===== config.mk =====
export PLATFORM = sky130hd
export DESIGN_NAME = ycr_reset_seq_ctrl
export DESIGN_NICKNAME = d
export VERILOG_FILES = /design/src/rtl/ycr_reset_seq_pkg.sv /design/src/rtl/ycr_reset_seq_ctrl.sv
export SDC_FILE = /design/constraint.sdc
export NUM_CORES = 1
export LEC_CHECK = 0
export CORE_MARGIN = 2
export CORE_UTILIZATION = 45
export DETAILED_ROUTE_END_ITERATION = 8
export GPL_ROUTABILITY_DRIVEN = 0
export HOLD_SLACK_MARGIN = 0.08
export PLACE_DENSITY = 0.78
export SETUP_SLACK_MARGIN = 0.4
export SLEW_MARGIN = 20
export SYNTH_ARGS = -nofsm -noshare
export SYNTH_HDL_FRONTEND = slang
export SYNTH_SLANG_ARGS = --single-unit

===== constraint.sdc =====
create_clock -name clk -period 5.85 [get_ports clk]
set_clock_uncertainty 0.15 [all_clocks]
set_input_delay 1.755 -clock clk [delete_from_list [all_inputs] [get_ports clk]]
set_output_delay 1.755 -clock clk [all_outputs]
set_load 0.005 [all_outputs]

===== src/rtl/ycr_reset_seq_pkg.sv =====
// Shared types for the core reset sequencer.
//   seq_state_e : sequencer state encoding
//   CAUSE_*     : bit positions inside the sticky reset-cause register
package ycr_reset_seq_pkg;

  typedef enum logic [1:0] {
    ASSERT  = 2'd0,
    RELEASE = 2'd1,
    DONE    = 2'd2,
    RUN     = 2'd3
  } seq_state_e;

  localparam int CAUSE_POR = 0;
  localparam int CAUSE_SW  = 1;
  localparam int CAUSE_DBG = 2;
  localparam int CAUSE_WDT = 3;

endpackage


===== src/rtl/ycr_reset_seq_ctrl.sv =====
// Reset sequencer for the core subsystem.
// Any reset source puts every domain into reset together. The domains are
// held for ASSERT_CYC cycles after the last request, then released one at a
// time, lowest index first. Each release waits at least STEP_CYC cycles and
// for that domain's readiness gate.
//
// state   | meaning
// --------+-----------------------------------------------------------
// ASSERT  | all domains in reset, counting the hold time
// RELEASE | releasing domain idx once the gap has elapsed and the gate is open
// DONE    | single cycle after the last release, seq_done pulses
// RUN     | idle, all domains out of reset
//
// Ports:
//   clk, rst     : core clock, synchronous active-high reset (power-on cause)
//   test_mode    : 1 = every dom_rst_n follows test_rst_n
//   test_rst_n   : test reset, active-low
//   sw/dbg/wdt_rst_req : level reset requests
//   rel_gate     : per-domain release permission
//   cause_clr    : clears rst_cause (a request in the same cycle still sets its bit)
//   dom_rst_n    : active-low domain resets
//   seq_busy     : high unless in RUN
//   seq_done     : one-cycle pulse at the end of a sequence
//   rst_cause    : sticky {wdt, dbg, sw, por}
module ycr_reset_seq_ctrl
  import ycr_reset_seq_pkg::*;
#(
  parameter int N_DOM      = 4,
  parameter int ASSERT_CYC = 8,
  parameter int STEP_CYC   = 4
) (
  input  logic             clk,
  input  logic             rst,
  input  logic             test_mode,
  input  logic             test_rst_n,
  input  logic             sw_rst_req,
  input  logic             dbg_rst_req,
  input  logic             wdt_rst_req,
  input  logic [N_DOM-1:0] rel_gate,
  input  logic             cause_clr,
  output logic [N_DOM-1:0] dom_rst_n,
  output logic             seq_busy,
  output logic             seq_done,
  output logic [3:0]       rst_cause
);

  localparam int MAX_CYC = (ASSERT_CYC > STEP_CYC) ? ASSERT_CYC : STEP_CYC;
  localparam int CW      = $clog2(MAX_CYC) + 1;
  localparam int IW      = $clog2(N_DOM);

  localparam logic [CW-1:0] ASSERT_LAST = CW'(ASSERT_CYC - 1);
  localparam logic [CW-1:0] STEP_LAST   = CW'(STEP_CYC - 1);
  localparam logic [IW-1:0] IDX_LAST    = IW'(N_DOM - 1);

  seq_state_e       state;
  logic [CW-1:0]    cnt;
  logic [IW-1:0]    idx;
  logic [N_DOM-1:0] dom_q;
  logic [3:0]       cause_q;
  logic [3:0]       cause_d;
  logic             req;

  assign req = sw_rst_req | dbg_rst_req | wdt_rst_req;

  always_ff @(posedge clk) begin
    if (rst) begin
      state <= ASSERT;
      cnt   <= '0;
      idx   <= '0;
      dom_q <= '0;
    end else begin
      case (state)
        ASSERT: begin
          dom_q <= '0;
          // Any request restarts the hold, so it always measures from the
          // last cycle a request was seen.
          if (req) begin
            cnt <= '0;
          end else if (cnt == ASSERT_LAST) begin
            state <= RELEASE;
            cnt   <= '0;
            idx   <= '0;
          end else begin
            cnt <= cnt + 1'b1;
          end
        end

        RELEASE: begin
          if (req) begin
            state <= ASSERT;
            cnt   <= '0;
            idx   <= '0;
            dom_q <= '0;
          end else if (cnt == STEP_LAST && rel_gate[idx]) begin
            dom_q[idx] <= 1'b1;
            cnt        <= '0;
            if (idx == IDX_LAST) begin
              state <= DONE;
            end else begin
              idx <= idx + 1'b1;
            end
          end else if (cnt != STEP_LAST) begin
            // Saturate while the gate is closed so release follows
            // the gate opening by a single cycle.
            cnt <= cnt + 1'b1;
          end
        end

        DONE: begin
          if (req) begin
            state <= ASSERT;
            cnt   <= '0;
            idx   <= '0;
            dom_q <= '0;
          end else begin
            state <= RUN;
          end
        end

        RUN: begin
          if (req) begin
            state <= ASSERT;
            cnt   <= '0;
            idx   <= '0;
            dom_q <= '0;
          end else begin
            dom_q <= '1;
          end
        end

        default: begin
          state <= ASSERT;
          cnt   <= '0;
          idx   <= '0;
          dom_q <= '0;
        end
      endcase
    end
  end

  always_comb begin
    cause_d            = cause_clr ? 4'b0000 : cause_q;
    cause_d[CAUSE_SW]  = cause_d[CAUSE_SW]  | sw_rst_req;
    cause_d[CAUSE_DBG] = cause_d[CAUSE_DBG] | dbg_rst_req;
    cause_d[CAUSE_WDT] = cause_d[CAUSE_WDT] | wdt_rst_req;
  end

  always_ff @(posedge clk) begin
    if (rst) begin
      cause_q <= 4'b0001;
    end else begin
      cause_q <= cause_d;
    end
  end

  // Only the test bypass mux sits between the flops and the domain resets.
  assign dom_rst_n = test_mode ? {N_DOM{test_rst_n}} : dom_q;
  assign seq_busy  = (state != RUN);
  assign seq_done  = (state == DONE);
  assign rst_cause = cause_q;

endmodule


---- After elaboration in Yosys (flattened, before gate mapping) ----
Index checks and enable logic that the tools add are counted.
word-level totals
  flip-flop bits (word level) ............. 16
  output and inout port bits .............. 10
  input bits .............................. 12
  logic and storage cells ................. 72
cells by class
  magnitude comparators ................... 2
  multiplexer cells ....................... 31
  add/sub/neg operators ................... 2
  reduce and logical (&&, ||, !) cells .... 8
  equal/unequal tests ..................... 17
  bitwise logic cells ..................... 6
operators with widths
  kind                                                 number
  two-way mux 4 bit                                    11
  two-way mux 2 bit                                    12
  one-hot mux 4 bit (4 select lines)                   1
  one-hot mux 4 bit (3 select lines)                   1
  AND reduction 5 bit                                  2
  != test 3 bit, second input constant                 3
  != test 2 bit, second input constant                 4
  one-hot mux 2 bit (4 select lines)                   1
  equality test 2 bit, second input constant           3
  one-hot mux 2 bit (3 select lines)                   1
  bitwise OR 1 bit                                     5
  adder 4 x 1 -> 4 bit, second input constant          1
  equality test 4 x 2 -> 1 bit, second input constant  1
  equality test 4 x 3 -> 1 bit, second input constant  1
  != test 2 x 1 -> 1 bit, second input constant        2
  != test 4 x 2 -> 1 bit, second input constant        1
  != test 4 bit, second input constant                 1
  bitwise OR 4 bit                                     1
  AND reduction 2 bit                                  2
  < comparator 2 x 3 -> 1 bit, second input constant   1
  adder 2 x 1 -> 2 bit, second input constant          1
  binary-select mux 1 bit (select 2 bit)               1
  demux 1 bit (select 2 bit)                           1
  equality test 2 x 1 -> 1 bit, second input constant  1
  5 further kinds                                      7

---- Depth between registers and ports, before layout ----
Gate-level depths: netlist of the first run.
  depth after elaboration ................. 8
  depth in mapped cells ................... 5
  depth with buffers taken out ............ 5

---- Worst setup path before layout of the first run ----
OpenSTA, ideal clock, no wires.
  path kind ............................... input port to output port
  start ................................... input port test_mode
  end ..................................... output port dom_rst_n[0]
  setup slack ............................. 2.019 ns
  required time ........................... 3.945 ns
  arrival ................................. 1.926 ns
  path buffers ............................ 0
  stages on the path ...................... 2
  path through ............................ nand2_1 -> o21ai_0
on the way
  longest elaborated chain between the ends .. 1
ends and longest elaborated chain
  element            line                       RTL
  from (decl)        ycr_reset_seq_ctrl.sv:34   input logic test_mode,
  two-way mux 4 bit  ycr_reset_seq_ctrl.sv:157  assign dom_rst_n = test_mode ? {N_DOM{test_rst_n}} : dom_q;
  to (decl)          ycr_reset_seq_ctrl.sv:41   output logic [N_DOM-1:0] dom_rst_n,
No other way between the ends.

---- Worst setup path after layout of the first run ----
  start ................................... input port test_mode
  end ..................................... output port dom_rst_n[2]
The elaborated chain is that of the path after synthesis.

==> flow_summary.json, run 1 <==
{
  "outcome": "completed",
  "fillers": 152,
  "combPwrFrac": 0.109,
  "globalRouteMet1Util": 0.222,
  "place_inst": 145,
  "yosys_warnings": 0,
  "crit_chain": "clkdlybuf4s50_1, nand2_1, o21ai_0, clkdlybuf4s50_1",
  "drc": 0,
  "synth_top_area_frac": 0.366,
  "dp_hpwl_um": 1480,
  "path_max_fanout": 5,
  "crit_path_end_kind": "primary output",
  "row_count": 15,
  "power.switching_uw": 45.3,
  "synth_top_cells_by_count": "dfxtp_1 (16), nor2_1 (10), inv_1 (8)",
  "setup_violations": 0,
  "grt_pass1_vias": 742,
  "drive_above_1_share": 0.0645,
  "cts-root-buf": "clkbuf_4",
  "hold_slack_ps": 309,
  "grt_overflow": 0,
  "cts_buffer_depth": 2,
  "netSwitchingFraction": 0.218,
  "ir_drop_mv": 0.123,
  "finish.instance_area_mm2": 0.00113,
  "cp_common_cell": "clkdlybuf4s50_1",
  "avgViaCountPerCell": 5.59,
  "grt_util_met2": 0.328,
  "post-route-util": 0.636,
  "grt_pass1_wl_um": 3050,
  "synthCells": 103,
  "sequentialPowerShare": 0.537,
  "relSlewSlack": 0.550,
  "rsz0062_at_grt": "no",
  "num_io_pins": 22,
  "routed_wl_um": 1930,
  "grt_util_met3": 0.0444,
  "p_total_uw": 208,
  "synth_area_leaders": "dfxtp_1 (37%), ha_1 (7.1%), o31ai_1 (6.0%), nor2_1 (4.3%), a21oi_1 (4.0%)",
  "diodes": 0,
  "yosysTopAreaCell": "dfxtp_1",
  "synth-async-reset-ratio": 0,
  "vias": 833,
  "ys_seq_elements": 16,
  "worst_pin_slew_ps": 670,
  "crit_type": "input pin to primary output",
  "clock_latency_ps": 290,
  "die_w_um": 48.1,
  "start_util": 0.491,
  "post_cts_buffers": 0,
  "final-seq-area_um2": 320,
  "die_area_mm2": 0.00232,
  "max_stage_delay_ps": 530,
  "ctsResizeCount": 0,
  "first_pass_iters": 4,
  "yosysMostFrequentCell": "dfxtp_1",
  "hold_violations": 0,
  "synthFlopType": "dfxtp_1",
  "coreArea_mm2": 0.00178,
  "top_usage_layer": "met2",
  "drt_iter0_markers": 16,
  "power_density_mw_per_mm2": 184,
  "htreeDepth": 1,
  "p_int_uw": 163,
  "die_h_um": 48.1,
  "setup-tns-final_ps": 0,
  "ant_nets": 0,
  "grt_max_degree": 15,
  "instances_no_fill": 149,
  "slew_violations": 0,
  "period_share": 0.837,
  "avgSynthCellArea_um2": 8.50,
  "synth.distinct_cells": 34,
  "min_path_type": "flop to flop",
  "cts_sinks": 16,
  "crit_path_start_kind": "input pin",
  "final_nets": 142,
  "cts_buffers": 3,
  "grt_antenna_before_repair": 0,
  "place_ws_ps": 943,
  "routedWlPerCell_um": 13.0,
  "multiInputGateArea_um2": 505,
  "p_leak_nw": 0.407,
  "maxCapViolCount": 0,
  "cp_slowest_cell": "clkdlybuf4s50_1",
  "area_delta_synth_final_pct": 29.4,
  "period_minus_slack_ps": 4900,
  "ys_seq_area_frac": 0.366,
  "synth-edff-count": 0,
  "p_clk_frac": 0.354,
  "io_buffer_count": 21,
  "clk_pin_slew_worst_paths_ps": 90,
  "worstPathArrival_ps": 2990,
  "holdBufCountCts": 0,
  "clock.fmax_mhz": 204,
  "synth.net_count": 120,
  "cts_tree": "built",
  "placedInstanceArea_mm2": 0.00110,
  "grt_usage": 0.190,
  "required_ps": 3940,
  "setup_slack_ps": 951,
  "syn_area_um2": 876
}
## power groups by stage
stage,combinational [mW],clock (mW),sequential (mW)
after floorplan,0.00679,0,0.115
after global placement,0.0224,0,0.114
after detailed placement,0.0228,0,0.114
after CTS,0.0229,0.0749,0.112
after global routing,0.0250,0.0791,0.112
final,0.0227,0.0737,0.112
## registers in the layout, indices dropped and copies added (netlist names)
register	count
cnt	4
dom_q	4
rst_cause	4
idx	2
state	2
## routing by layer
| metal | vias to the layer above | share of wire |
|---|---|---|
| li1 | 418 | - |
| met1 | 389 | 0.46 |
| met2 | 21 | 0.49 |
| met3 | 5 | 0.034 |
| met4 | 0 | 0.015 |
| met5 | - | 0 |
## logic make-up (layout without fill, tap and decap cells)
| logic type | count (synthesis) | in the layout | synth area share |
|---|---|---|---|
| DFF | 16 | 16 | 0.366 |
| adders and majority gates | 5 | 5 | 0.0714 |
| xor gates and xnor gates | 1 | 1 | 0.0100 |
| muxes | 1 | 1 | 0.0257 |
| buffers and inverters | 12 | 33 | 0.0571 |
| and+or+nand+nor | 33 | 33 | 0.207 |
| AOI/OAI and AO/OA | 35 | 35 | 0.263 |
## layout by cell type, fill, tap and decap left out, types with 2 or more instances in the layout
cell type / netlist / routed
nor3_1: 4 / 4
a21oi_1: 7 / 7
nand2_1: 3 / 3
clkbuf_4: 0 / 3
inv_1: 8 / 8
o21ai_0: 7 / 7
nand3_1: 4 / 4
dfxtp_1: 16 / 16
a21boi_0: 2 / 2
nor2_1: 10 / 10
nand2b_1: 2 / 2
a31oi_1: 5 / 5
clkdlybuf4s50_1: 0 / 21
o31ai_1: 7 / 7
ha_1: 5 / 5
nor3b_1: 2 / 2
## final cells by class
class | count | area share
multi-input cells | 75 | 0.446
flip-flops and latches | 16 | 0.283
repair buffers | 21 | 0.185
clock buffers | 4 | 0.0320
well taps | 25 | 0.0276
inverters | 8 | 0.0265
## critical path: cells and delay by family
kind                   cells  cell delay, ps
AO/OA/AOI/OAI              1              90
buffers and inverters      2            1050
AND/OR/NAND/NOR            1             100
## final timing paths
check,start,to,slack [ps],depth (start not counted)
worst max-delay path,test_mode,dom_rst_n[2],950,4
worst min-delay path,rst_cause[0]$_SDFFE_PP1P_,rst_cause[0]$_SDFFE_PP1P_,310,1
worst max register to register,state[1]$_SDFFE_PP0P_,cnt[0]$_SDFFE_PP0P_,3780,4
worst min register to register,rst_cause[0]$_SDFFE_PP1P_,rst_cause[0]$_SDFFE_PP1P_,310,1
Power figures use the tool's default switching activity.
==> run 2, diff against run 1 <==
Clock period 5.85 ns to 4.8 ns, I/O delays scaled along.
==> run 2 against run 1 <==
  * Clock-buffer cell count stayed put
  * Worst hold slack improved by 0.86 ps
  * Routed wire length decreased by 0.31%
  * Cell area unchanged
  * Combinational power increased by 22%
  * Sequential share of layout area stayed put
  * Critical path type unchanged
  * Largest power group unchanged
==> flow_summary.json, run 2 (synthesis gave the netlist of run 1 again) <==
{
  "grt_pass1_wl_um": 3100,
  "clock_latency_ps": 290,
  "outcome": "completed",
  "relSlewSlack": 0.553,
  "io_buffer_count": 21,
  "grt_max_degree": 15,
  "post_cts_buffers": 0,
  "setup_violations": 0,
  "grt_overflow": 0,
  "cts_tree": "built",
  "die_h_um": 48.1,
  "first_pass_iters": 4,
  "power_density_mw_per_mm2": 226,
  "min_path_type": "flop to flop",
  "crit_path_end_kind": "primary output",
  "required_ps": 3210,
  "worst_pin_slew_ps": 666,
  "ir_drop_mv": 0.155,
  "drt_iter0_markers": 10,
  "drive_above_1_share": 0.0645,
  "cts_buffer_depth": 2,
  "start_util": 0.491,
  "area_delta_synth_final_pct": 29.4,
  "path_max_fanout": 5,
  "cts_buffers": 3,
  "place_ws_ps": 529,
  "hold_violations": 0,
  "period_minus_slack_ps": 4270,
  "hold_depth": 1,
  "row_count": 15,
  "grt_antenna_before_repair": 0,
  "fillers": 154,
  "setup_slack_ps": 528,
  "die_w_um": 48.1,
  "rrSetupSlack_ps": 2730,
  "diodes": 0,
  "final_cell_mix": "clkdlybuf4s50_1 (21), dfxtp_1 (16), nor2_1 (10), inv_1 (8)",
  "rsz0062_at_grt": "no",
  "multiInputGateArea_um2": 505,
  "routed_wl_um": 1920,
  "crit_path_start_kind": "input pin",
  "grt_pass1_vias": 743,
  "finish.instance_area_mm2": 0.00113,
  "period_share": 0.890,
  "clk_pin_slew_worst_paths_ps": 100,
  "p_leak_nw": 0.407,
  "die_area_mm2": 0.00232,
  "final_nets": 142,
  "holdBufCountCts": 0,
  "final_common_cell": "clkdlybuf4s50_1",
  "setup-tns-final_ps": 0,
  "num_io_pins": 22,
  "cts-root-buf": "clkbuf_4",
  "min_to": "rst_cause[0]$_SDFFE_PP1P_",
  "grt_usage": 0.196,
  "drc": 0,
  "ant_nets": 0,
  "htreeDepth": 1,
  "reg2reg_depth": 4,
  "final-seq-area_um2": 320,
  "p_total_uw": 256,
  "dp_hpwl_um": 1490,
  "routedWlPerCell_um": 12.9,
  "post-route-util": 0.636,
  "worstPathArrival_ps": 2680,
  "clock.fmax_mhz": 234,
  "placedInstanceArea_mm2": 0.00110,
  "min_from": "rst_cause[0]$_SDFFE_PP1P_",
  "maxCapViolCount": 0,
  "ctsResizeCount": 0,
  "vias": 837,
  "slew_violations": 0,
  "reg2reg_from": "state[1]$_SDFFE_PP0P_",
  "cts_sinks": 16,
  "r2r-end": "cnt[0]$_SDFFE_PP0P_",
  "coreArea_mm2": 0.00178,
  "crit_type": "input pin to primary output",
  "avgViaCountPerCell": 5.62
}
run 2: critical path, stage by stage:
cell	delay, ps
clkdlybuf4s50_1	520
nand2_1	100
o21ai_0	90
clkdlybuf4s50_1	530
run 2: worst max path at each step:
stage,endpoint,startpoint,cells past startpoint,slack [ps]
after floorplan,dom_rst_n[0],test_mode,2,1600
after global placement,dom_rst_n[0],test_mode,4,580
after detailed placement,dom_rst_n[2],test_mode,4,530
after CTS,dom_rst_n[2],test_mode,4,520
after global routing,dom_rst_n[1],test_mode,4,460
final,dom_rst_n[2],test_mode,4,530
run 2: layout make-up:
class                   count  area share
multi-input cells          75       0.446
flip-flops and latches     16       0.283
repair buffers             21       0.185
clock buffers               4      0.0320
well taps                  25      0.0276
inverters                   8      0.0265
run 2: through the flow:
stage	instances	hold slack [ps]
floorplan	103	298
global placement	145	282
detailed placement	145	288
CTS	149	312
global route	149	342
finish	149	310
run 2: power by group:
group          internal [mW]  switching (mW)  leakage, nW
Sequential             0.135         0.00132        0.130
Clock                 0.0463          0.0457       0.0210
Combinational         0.0174          0.0103        0.255
Total                  0.199          0.0573        0.407
run 2: metal layers:
metal  GRT usage  vias to the layer above  wire length [um]
met2       0.331                       21               986
met1       0.228                      392               823
met5           0                        -                 0
li1            -                      419                 -
met4       0.114                        0                47
met3      0.0444                        5                67
